`src/rtl/button_pio_poller.sv`:
```
// Avalon-MM master that polls a push-button PIO: reads and clears edge-capture, then reads levels.
// Optional macro BUTTON_POLLER_TOGGLE_EN adds a per-button on/off latch driven by press pulses.
module button_pio_poller #(
  parameter int WIDTH        = 3,
  parameter int POLL_DIV     = 50000,
  parameter int READ_LATENCY = 1
) (
  input  logic             clk,
  input  logic             reset_n,
  output logic [1:0]       avm_address,
  output logic             avm_chipselect,
  output logic             avm_write_n,
  output logic [31:0]      avm_writedata,
  input  logic [31:0]      avm_readdata,
  output logic [WIDTH-1:0] press_pulse,
  output logic [WIDTH-1:0] btn_state,
  output logic             busy,
  output logic [WIDTH-1:0] toggle_out
);

  localparam int CNT_W = 25;
  localparam int LAT_W = 3;
  localparam logic [CNT_W-1:0] CNT_LAST = CNT_W'(POLL_DIV - 1);
  localparam logic [LAT_W-1:0] LAT_LAST = LAT_W'(READ_LATENCY);
  localparam logic [1:0] ADDR_DATA = 2'd0;
  localparam logic [1:0] ADDR_EDGE = 2'd3;

  typedef enum logic [1:0] {
    S_IDLE    = 2'd0,
    S_RD_EDGE = 2'd1,
    S_WR_CLR  = 2'd2,
    S_RD_DATA = 2'd3
  } state_t;

  state_t             state_q, state_d;
  logic [CNT_W-1:0]   cnt_q, cnt_d;
  logic [LAT_W-1:0]   lat_q, lat_d;
  logic [WIDTH-1:0]   cap_q, cap_d;
  logic [WIDTH-1:0]   btn_q, btn_d;
  logic [WIDTH-1:0]   press_q, press_d;
  logic               busy_q, busy_d;
  logic [1:0]         addr_q, addr_d;
  logic               cs_q, cs_d;
  logic               wn_q, wn_d;
  logic [31:0]        wd_q, wd_d;
  logic [WIDTH-1:0]   rd_bits_s;
  logic               unused_rd_s;

  assign rd_bits_s   = avm_readdata[WIDTH-1:0];
  assign unused_rd_s = ^avm_readdata[31:WIDTH];

  // Sequencer: idle countdown, read/clear/read transaction, capture of edge and level data
  always_comb begin
    state_d = state_q;
    cnt_d   = cnt_q;
    lat_d   = lat_q;
    cap_d   = cap_q;
    btn_d   = btn_q;
    press_d = {WIDTH{1'b0}};
    case (state_q)
      S_IDLE: begin
        if (cnt_q == CNT_LAST) begin
          cnt_d   = {CNT_W{1'b0}};
          lat_d   = {LAT_W{1'b0}};
          state_d = S_RD_EDGE;
        end else begin
          cnt_d = cnt_q + CNT_W'(1);
        end
      end
      S_RD_EDGE: begin
        if (lat_q == LAT_LAST) begin
          cap_d   = rd_bits_s;
          lat_d   = {LAT_W{1'b0}};
          state_d = (rd_bits_s != {WIDTH{1'b0}}) ? S_WR_CLR : S_RD_DATA;
        end else begin
          lat_d = lat_q + LAT_W'(1);
        end
      end
      S_WR_CLR: begin
        // Pulse appears in the first RD_DATA cycle; WR_CLR is only entered with cap != 0
        press_d = cap_q;
        lat_d   = {LAT_W{1'b0}};
        state_d = S_RD_DATA;
      end
      S_RD_DATA: begin
        if (lat_q == LAT_LAST) begin
          btn_d   = rd_bits_s;
          lat_d   = {LAT_W{1'b0}};
          state_d = S_IDLE;
        end else begin
          lat_d = lat_q + LAT_W'(1);
        end
      end
      default: begin
        state_d = S_IDLE;
        cnt_d   = {CNT_W{1'b0}};
        lat_d   = {LAT_W{1'b0}};
      end
    endcase
  end

  // Bus drive values for the upcoming state, so outputs come straight from flops
  always_comb begin
    addr_d = ADDR_DATA;
    cs_d   = 1'b0;
    wn_d   = 1'b1;
    wd_d   = 32'd0;
    busy_d = (state_d != S_IDLE);
    case (state_d)
      S_IDLE: begin
        cs_d = 1'b0;
      end
      S_RD_EDGE: begin
        addr_d = ADDR_EDGE;
        cs_d   = 1'b1;
      end
      S_WR_CLR: begin
        addr_d               = ADDR_EDGE;
        cs_d                 = 1'b1;
        wn_d                 = 1'b0;
        wd_d[WIDTH-1:0]      = cap_d;
      end
      S_RD_DATA: begin
        addr_d = ADDR_DATA;
        cs_d   = 1'b1;
      end
      default: begin
        cs_d = 1'b0;
      end
    endcase
  end

  // State, counters and registered outputs; reset forces the bus idle immediately
  always_ff @(posedge clk or negedge reset_n) begin
    if (!reset_n) begin
      state_q <= S_IDLE;
      cnt_q   <= {CNT_W{1'b0}};
      lat_q   <= {LAT_W{1'b0}};
      cap_q   <= {WIDTH{1'b0}};
      btn_q   <= {WIDTH{1'b1}};
      press_q <= {WIDTH{1'b0}};
      busy_q  <= 1'b0;
      addr_q  <= ADDR_DATA;
      cs_q    <= 1'b0;
      wn_q    <= 1'b1;
      wd_q    <= 32'd0;
    end else begin
      state_q <= state_d;
      cnt_q   <= cnt_d;
      lat_q   <= lat_d;
      cap_q   <= cap_d;
      btn_q   <= btn_d;
      press_q <= press_d;
      busy_q  <= busy_d;
      addr_q  <= addr_d;
      cs_q    <= cs_d;
      wn_q    <= wn_d;
      wd_q    <= wd_d;
    end
  end

  assign avm_address    = addr_q;
  assign avm_chipselect = cs_q;
  assign avm_write_n    = wn_q;
  assign avm_writedata  = wd_q;
  assign press_pulse    = press_q;
  assign btn_state      = btn_q;
  assign busy           = busy_q;

`ifdef BUTTON_POLLER_TOGGLE_EN
  logic [WIDTH-1:0] toggle_q;

  // Toggle flips together with the press pulse becoming visible
  always_ff @(posedge clk or negedge reset_n) begin
    if (!reset_n) begin
      toggle_q <= {WIDTH{1'b0}};
    end else begin
      toggle_q <= toggle_q ^ press_d;
    end
  end

  assign toggle_out = toggle_q;
`else
  assign toggle_out = {WIDTH{1'b0}};
`endif

endmodule

```
`config.mk`:
```
export PLATFORM = sky130hd
export DESIGN_NAME = button_pio_poller
export DESIGN_NICKNAME = d
export VERILOG_FILES = /design/src/rtl/button_pio_poller.sv
export SDC_FILE = /design/constraint.sdc
export NUM_CORES = 1
export LEC_CHECK = 0
export ABC_CLOCK_PERIOD_IN_PS = 4300
export CAP_MARGIN = 30
export CORE_ASPECT_RATIO = 1.4
export CORE_UTILIZATION = 49
export CTS_CLUSTER_DIAMETER = 120
export DETAILED_ROUTE_END_ITERATION = 8
export GPL_TIMING_DRIVEN = 0
export PLACE_DENSITY = 0.9
export SETUP_SLACK_MARGIN = 0.1
export SKIP_CTS_REPAIR_TIMING = 1
export SLEW_MARGIN = 5
export SYNTH_ARGS = -nofsm -noshare
export SYNTH_HDL_FRONTEND = slang
export SYNTH_SLANG_ARGS = --single-unit
```
`constraint.sdc`:
```
create_clock -name clk -period 4.3 [get_ports clk]
set_input_delay 0.86 -clock clk [delete_from_list [all_inputs] [get_ports clk]]
set_output_delay 0.86 -clock clk [all_outputs]
set_load 0.02 [all_outputs]
```
==> results of run 1 <==
[final cells by class]
cell class	instances	area [sq um]
sequential	45	1131
clock inverter	3	65.06
timing repair buffer	19	195.2
clock buffer	5	68.82
inverter	8	30.03
buffer	41	291.5
tap	62	77.57
multi-input combinational	163	1002
fill	403	1710
[routing by layer]
| layer | vias up | share of wire (%) | wire length [um] |
|---|---|---|---|
| met4 | 0 | 3.1 | 136 |
| met2 | 69 | 55 | 2421 |
| met1 | 795 | 37 | 1636 |
| li1 | 824 | - | - |
| met3 | 13 | 4.8 | 212 |
| met5 | - | 0 | 0 |
[sequential cells by signal, indices dropped and copies added (netlist names)]
| signal | flops |
|---|---|
| cnt_q | 25 |
| avm_writedata | 3 |
| btn_state | 3 |
| cap_q | 3 |
| lat_q | 3 |
| press_pulse | 3 |
| state_q | 2 |
| avm_address | 1 |
| avm_write_n | 1 |
| busy | 1 |
[critical path, cell delays in order (launching register included)]
cell and delay [ps]:
dfrtp_1 450, nor4_1 410, nand4_1 390, o21ai_1 500
nand2_1 200, ha_1 280, and2_1 140
[through the flow]
stage	hold WS (ps)	power, uW	cell area [sq um]	setup slack, ps
2_1_floorplan	446.3	484.3	2455	2361
3_3_place_gp	460.2	499.7	2713	1232
3_5_place_dp	472.1	501.9	2728	1809
4_1_cts	461.4	873.4	2861	1845
5_1_grt	474.8	898.1	2861	1629
6_report	454.9	866.9	2861	1820
[synthesized netlist by cell type (all sizes together), types with 2 or more instances]
cell	number	area, sq um
xor2	2	17.52
xnor2	16	140.1
nand4	7	43.79
nor2	8	30.03
dfrtp	41	1026
and4	5	43.79
nor3	2	10.01
and2	9	56.31
inv	8	30.03
o41ai	2	17.52
or3b	2	20.02
buf	37	276.5
mux2	6	67.56
nor4	6	52.55
ha	4	50.05
clkbuf	4	15.01
dfstp	4	105.1
a31oi	4	25.02
o211ai	2	15.01
o21ai	12	60.05
nand2	16	60.06
nand3	13	65.06
mux2i	2	20.02
and3	6	37.54
[cells by family after synthesis]
logic type | after synthesis
AOI/OAI and AO/OA | 22
and+or+nand+nor | 79
xor gates and xnor gates | 18
other | 1
DFF | 45
buffers and inverters | 49
adders and majority gates | 4
muxes | 8
[worst max-delay path by stage]
stage / end / cells past startpoint
2_1_floorplan: avm_writedata[0]$_DFF_PN0_ / 8
3_3_place_gp: press_pulse[1]$_DFF_PN0_ / 1
3_5_place_dp: avm_writedata[0]$_DFF_PN0_ / 5
4_1_cts: avm_writedata[0]$_DFF_PN0_ / 6
5_1_grt: avm_writedata[1]$_DFF_PN0_ / 8
6_report: avm_writedata[0]$_DFF_PN0_ / 6
[report_power, final]
part,internal (uW),switching (uW),total (uW)
Sequential,425,0.750,426
Clock,231,142,373
Combinational,27.4,40.5,67.9
==> results.sh, run 1 <==
export IMPL_synthXorXnorAreaFrac_pct=6.742
export IMPL_grt_max_degree=33
export IMPL_post_route_period_util_pct=57.67
export IMPL_max_freq_ghz=0.4033
export IMPL_cts_buffers=5
export IMPL_finalSetupViolations=0
export IMPL_yosys_area_share_adder_pct=2.140
export IMPL_fin_nets=321
export IMPL_core_sq_um=4572
export IMPL_avgViaCountPerCell=4.916
export IMPL_gp_congestion=0.8846
export IMPL_grt_pass1_wl_um=7452
export IMPL_startpoint_type="register"
export IMPL_dieWidth_um=60.39
export IMPL_use_met2_pct=33.47
export IMPL_irDropWorstVdd_mv=0.1923
export IMPL_p_leak_uw=0.001380
export IMPL_syn2layout_area_growth_pct=22.36
export IMPL_ioPinCount=80
export IMPL_drt_wl_total_um=4407
export IMPL_synth_compound_area_share_pct=5.511
export IMPL_cts_tree="yes"
export IMPL_r2r_slack_ps=1820
export IMPL_r2r_cells=6
export IMPL_vias=1701
export IMPL_clk_pin_slew_ps=80
export IMPL_cp_startpoint="cnt_q[16]$_DFFE_PN0N_"
export IMPL_ant_nets=0
export IMPL_drtIter0Drc=70
export IMPL_grt_util_all_layers_pct=19.76
export IMPL_grt_pass1_vias=1597
export IMPL_ys_ff_latch=45
export IMPL_rsz0062_at_grt="no"
export IMPL_antenna_found_initial=0
export IMPL_clock_path_buffers=2
export IMPL_dieArea_sq_um=5057
export IMPL_maxSlewViolCount=0
export IMPL_netlist_instances=226
export IMPL_cp_max_fo=9
export IMPL_place_hpwl_um=3167
export IMPL_finalClockSkew_ps=6.443
export IMPL_clock_latency_ps=300
export IMPL_final_cells=346
export IMPL_met1_usage_pct=23.30
export IMPL_timing_setup_tns_ps=0
export IMPL_crit_type="register to register"
export IMPL_status="complete, no violations"
export IMPL_start_util_pct=51.15
export IMPL_synth_edf_count=0
export IMPL_final_common_cell="dfrtp_1"
export IMPL_yosys_area_share_simple_pct=19.58
export IMPL_clock_sinks=45
export IMPL_die_h_um=83.74
export IMPL_ys_warnings_count=0
export IMPL_powerDensity_nw_per_um2=303.0
export IMPL_maxCapViolations=0
export IMPL_grtUsageMet3_pct=3.411
export IMPL_cp_end_kind="register"
export IMPL_drcViolationCount=0
export IMPL_hold_path_class="primary input to asynchronous set/reset pin"
export IMPL_placed_cells=338
export IMPL_grt_overflow=0
export IMPL_wl_per_cell_um=12.74
export IMPL_synth_ff_type="dfrtp_1"
export IMPL_final_cell_mix="41 x dfrtp_1, 34 x buf_4, 32 x conb_1, 17 x clkdlybuf4s50_1"
export IMPL_first_pass_iters=4
export IMPL_synth_top_family_by_area="simple AND/OR/NAND/NOR gates"
export IMPL_syn_area_per_cell_sq_um=10.35
export IMPL_post_route_min_period_ps=2480
export IMPL_synth_area_sq_um=2338
export IMPL_synth_mux_area_share_pct=3.745
export IMPL_reg2reg_from="cnt_q[16]$_DFFE_PN0N_"
export IMPL_yosysUniqueCellTypes=38
export IMPL_hold_violations=0
export IMPL_crit_arrival_ps=2670
export IMPL_rows=29
export IMPL_r2r_end="avm_writedata[0]$_DFF_PN0_"
export IMPL_diodes=0
export IMPL_worst_endpoint_required_ps=4490
export IMPL_cts_max_level=2
export IMPL_cts_root_buf="clkbuf_8"
export IMPL_placement_io_buffers=18
export IMPL_fin_util_pct=62.59
export IMPL_layout_drive_gt1_share_pct=21.48
export IMPL_grt_busiest_layer="met2"
export IMPL_yosysSeqAreaShare_pct=48.37
export IMPL_async_reset_ff_share_pct=100.0
(Power assumes the default switching activity.)
==> inputs of run 2 (changes only) <==
--- a/config.mk
+++ b/config.mk
@@ -5,14 +5,14 @@
 export SDC_FILE = /design/constraint.sdc
 export NUM_CORES = 1
 export LEC_CHECK = 0
-export ABC_CLOCK_PERIOD_IN_PS = 4300
+export ABC_CLOCK_PERIOD_IN_PS = 2300
 export CAP_MARGIN = 30
 export CORE_ASPECT_RATIO = 1.4
-export CORE_UTILIZATION = 49
+export CORE_UTILIZATION = 45
 export CTS_CLUSTER_DIAMETER = 120
 export DETAILED_ROUTE_END_ITERATION = 8
 export GPL_TIMING_DRIVEN = 0
-export PLACE_DENSITY = 0.9
+export PLACE_DENSITY = 0.84
 export SETUP_SLACK_MARGIN = 0.1
 export SKIP_CTS_REPAIR_TIMING = 1
 export SLEW_MARGIN = 5
==> constraint.sdc (replaced) <==
create_clock -name clk -period 2.3 [get_ports clk]
set_input_delay 0.46 -clock clk [delete_from_list [all_inputs] [get_ports clk]]
set_output_delay 0.46 -clock clk [all_outputs]
set_load 0.02 [all_outputs]
==> run 2 against run 1 <==
Clock skew decreased by 2.0 ps. Largest power group unchanged. Register-to-register slack lost 1600 ps. Fmax rose by 21%. Sequential share of layout area decreased by 0.069 points. Final area rose by 0.18%. Hold slack got worse by 320 ps.
==> results.sh, run 2 (synthesized netlist as in run 1, its figures left out) <==
export IMPL_first_pass_iters=4
export IMPL_grt_pass1_vias=1502
export IMPL_largest_register_ffs=25
export IMPL_fin_nets=324
export IMPL_start_util_pct=47.56
export IMPL_fin_util_pct=58.30
export IMPL_placement_io_buffers=18
export IMPL_core_sq_um=4917
export IMPL_cts_tree="yes"
export IMPL_layout_drive_gt1_share_pct=23.34
export IMPL_cts_buffers=5
export IMPL_final_cell_mix="41 x dfrtp_1, 37 x buf_4, 32 x conb_1, 17 x clkdlybuf4s50_1"
export IMPL_grt_overflow=0
export IMPL_switchingPower_uw=324.2
export IMPL_irDropWorstVdd_mv=0.2832
export IMPL_pwr_share_comb_pct=9.2
export IMPL_wl_per_cell_um=11.02
export IMPL_place_hpwl_um=2853
export IMPL_clock_sinks=45
export IMPL_worst_endpoint_required_ps=2490
export IMPL_relSlewSlack_pct=63.12
export IMPL_diodes=0
export IMPL_cts_max_level=2
export IMPL_post_route_period_util_pct=89.41
export IMPL_max_freq_ghz=0.4863
export IMPL_p_leak_uw=0.001379
export IMPL_clk_pin_slew_ps=80
export IMPL_syn2layout_area_growth_pct=22.58
export IMPL_hold_violations=0
export IMPL_holdWs_ps=133.4
export IMPL_drcViolationCount=0
export IMPL_p_total_uw=1382
export IMPL_p_clk_share_pct=33.2
export IMPL_fillers=409
export IMPL_vias=1653
export IMPL_ant_nets=0
export IMPL_regMostFlops="cnt_q"
export IMPL_rsz0062_at_grt="no"
export IMPL_grt_util_all_layers_pct=15.45
export IMPL_maxCapViolations=0
export IMPL_final_common_cell="dfrtp_1"
export IMPL_crit_arrival_ps=2250
export IMPL_placed_cells=340
export IMPL_status="complete, no violations"
export IMPL_clock_latency_ps=300
export IMPL_gp_congestion=0.7830
export IMPL_cts_root_buf="clkbuf_8"
export IMPL_maxSlewViolCount=0
export IMPL_pwr_share_seq_pct=57.6
export IMPL_cellInternalPower_uw=1058
export IMPL_dieWidth_um=62.93
export IMPL_finalClockSkew_ps=4.428
export IMPL_drt_wl_total_um=3867
export IMPL_rows=30
export IMPL_drtIter0Drc=39
export IMPL_clock_path_buffers=2
export IMPL_swShare_pct=23.45
export IMPL_worst_slew_pin_slew_ps=551.2
export IMPL_post_route_min_period_ps=2057
export IMPL_ioPinCount=80
export IMPL_cp_end_kind="register"
export IMPL_avgViaCountPerCell=4.709
export IMPL_crit_type="register to register"
export IMPL_finalSetupViolations=0
export IMPL_timing_setup_tns_ps=0
export IMPL_startpoint_type="register"
export IMPL_grt_max_degree=25
export IMPL_die_h_um=87.30
export IMPL_cp_max_fo=6
export IMPL_antenna_found_initial=0
export IMPL_hold_path_class="primary input to asynchronous set/reset pin"
export IMPL_dieArea_sq_um=5493
export IMPL_final_cells=351
export IMPL_powerDensity_nw_per_um2=482.3
export IMPL_grt_pass1_wl_um=6610
run 2: path summary, 6_finish.rpt:
path,start,endpoint,slack (ps),cells after the start
worst max-delay path,cnt_q[7]$_DFFE_PN0N_,avm_writedata[0]$_DFF_PN0_,240,6
worst min-delay path,reset_n,lat_q[1]$_DFFE_PN0P_,130,1
worst max register to register,cnt_q[7]$_DFFE_PN0N_,avm_writedata[0]$_DFF_PN0_,240,6
max in group asynchronous,reset_n,cnt_q[5]$_DFFE_PN0N_,1680,2
worst min register to register,cap_q[1]$_DFF_PN0_,press_pulse[1]$_DFF_PN0_,480,1
min in group clk,cap_q[1]$_DFF_PN0_,press_pulse[1]$_DFF_PN0_,480,1
run 2: per-stage QoR:
stage               setup WS (ps)  area [sq um]
floorplan                   361.1          2455
global placement           -329.1          2715
detailed placement         -118.3          2738
CTS                        -132.6          2820
global route                124.3          2867
finish                      243.5          2867
run 2: worst max-delay path, cell delays in order, from the launching register on:
cell and delay, ps:
dfrtp_1 430, nor4_2 460, nand3_2 240, o21ai_4 260
nand2_1 140, ha_1 270, and2_1 150
run 2: cell type report:
type	instances	area (sq um)	area share, %
Timing Repair Buffer	22	225.2	7.857
Inverter	8	30.03	1.048
Clock buffer	6	72.57	2.532
Clock inverter	2	10.01	0.3492
Sequential cell	45	1131	39.46
Buffer	41	292.8	10.21
Multi-Input combinational cell	163	1025	35.75
Tap cell	64	80.08	2.794
run 2: layer usage:
metal	share of wire (%)	GRT usage, %
met1	42	17.48
met2	51	27.08
met3	4.6	3.796
met4	1.8	7.400
met5	0	0
run 2: power by group through the flow:
stage / sequential, uW / clock [uW] / combinational, uW
6_report: 796 / 458 / 128
2_1_floorplan: 816 / 0 / 89.4
4_1_cts: 796 / 471 / 127
5_1_grt: 797 / 509 / 138
3_5_place_dp: 812 / 0 / 127
3_3_place_gp: 812 / 0 / 122
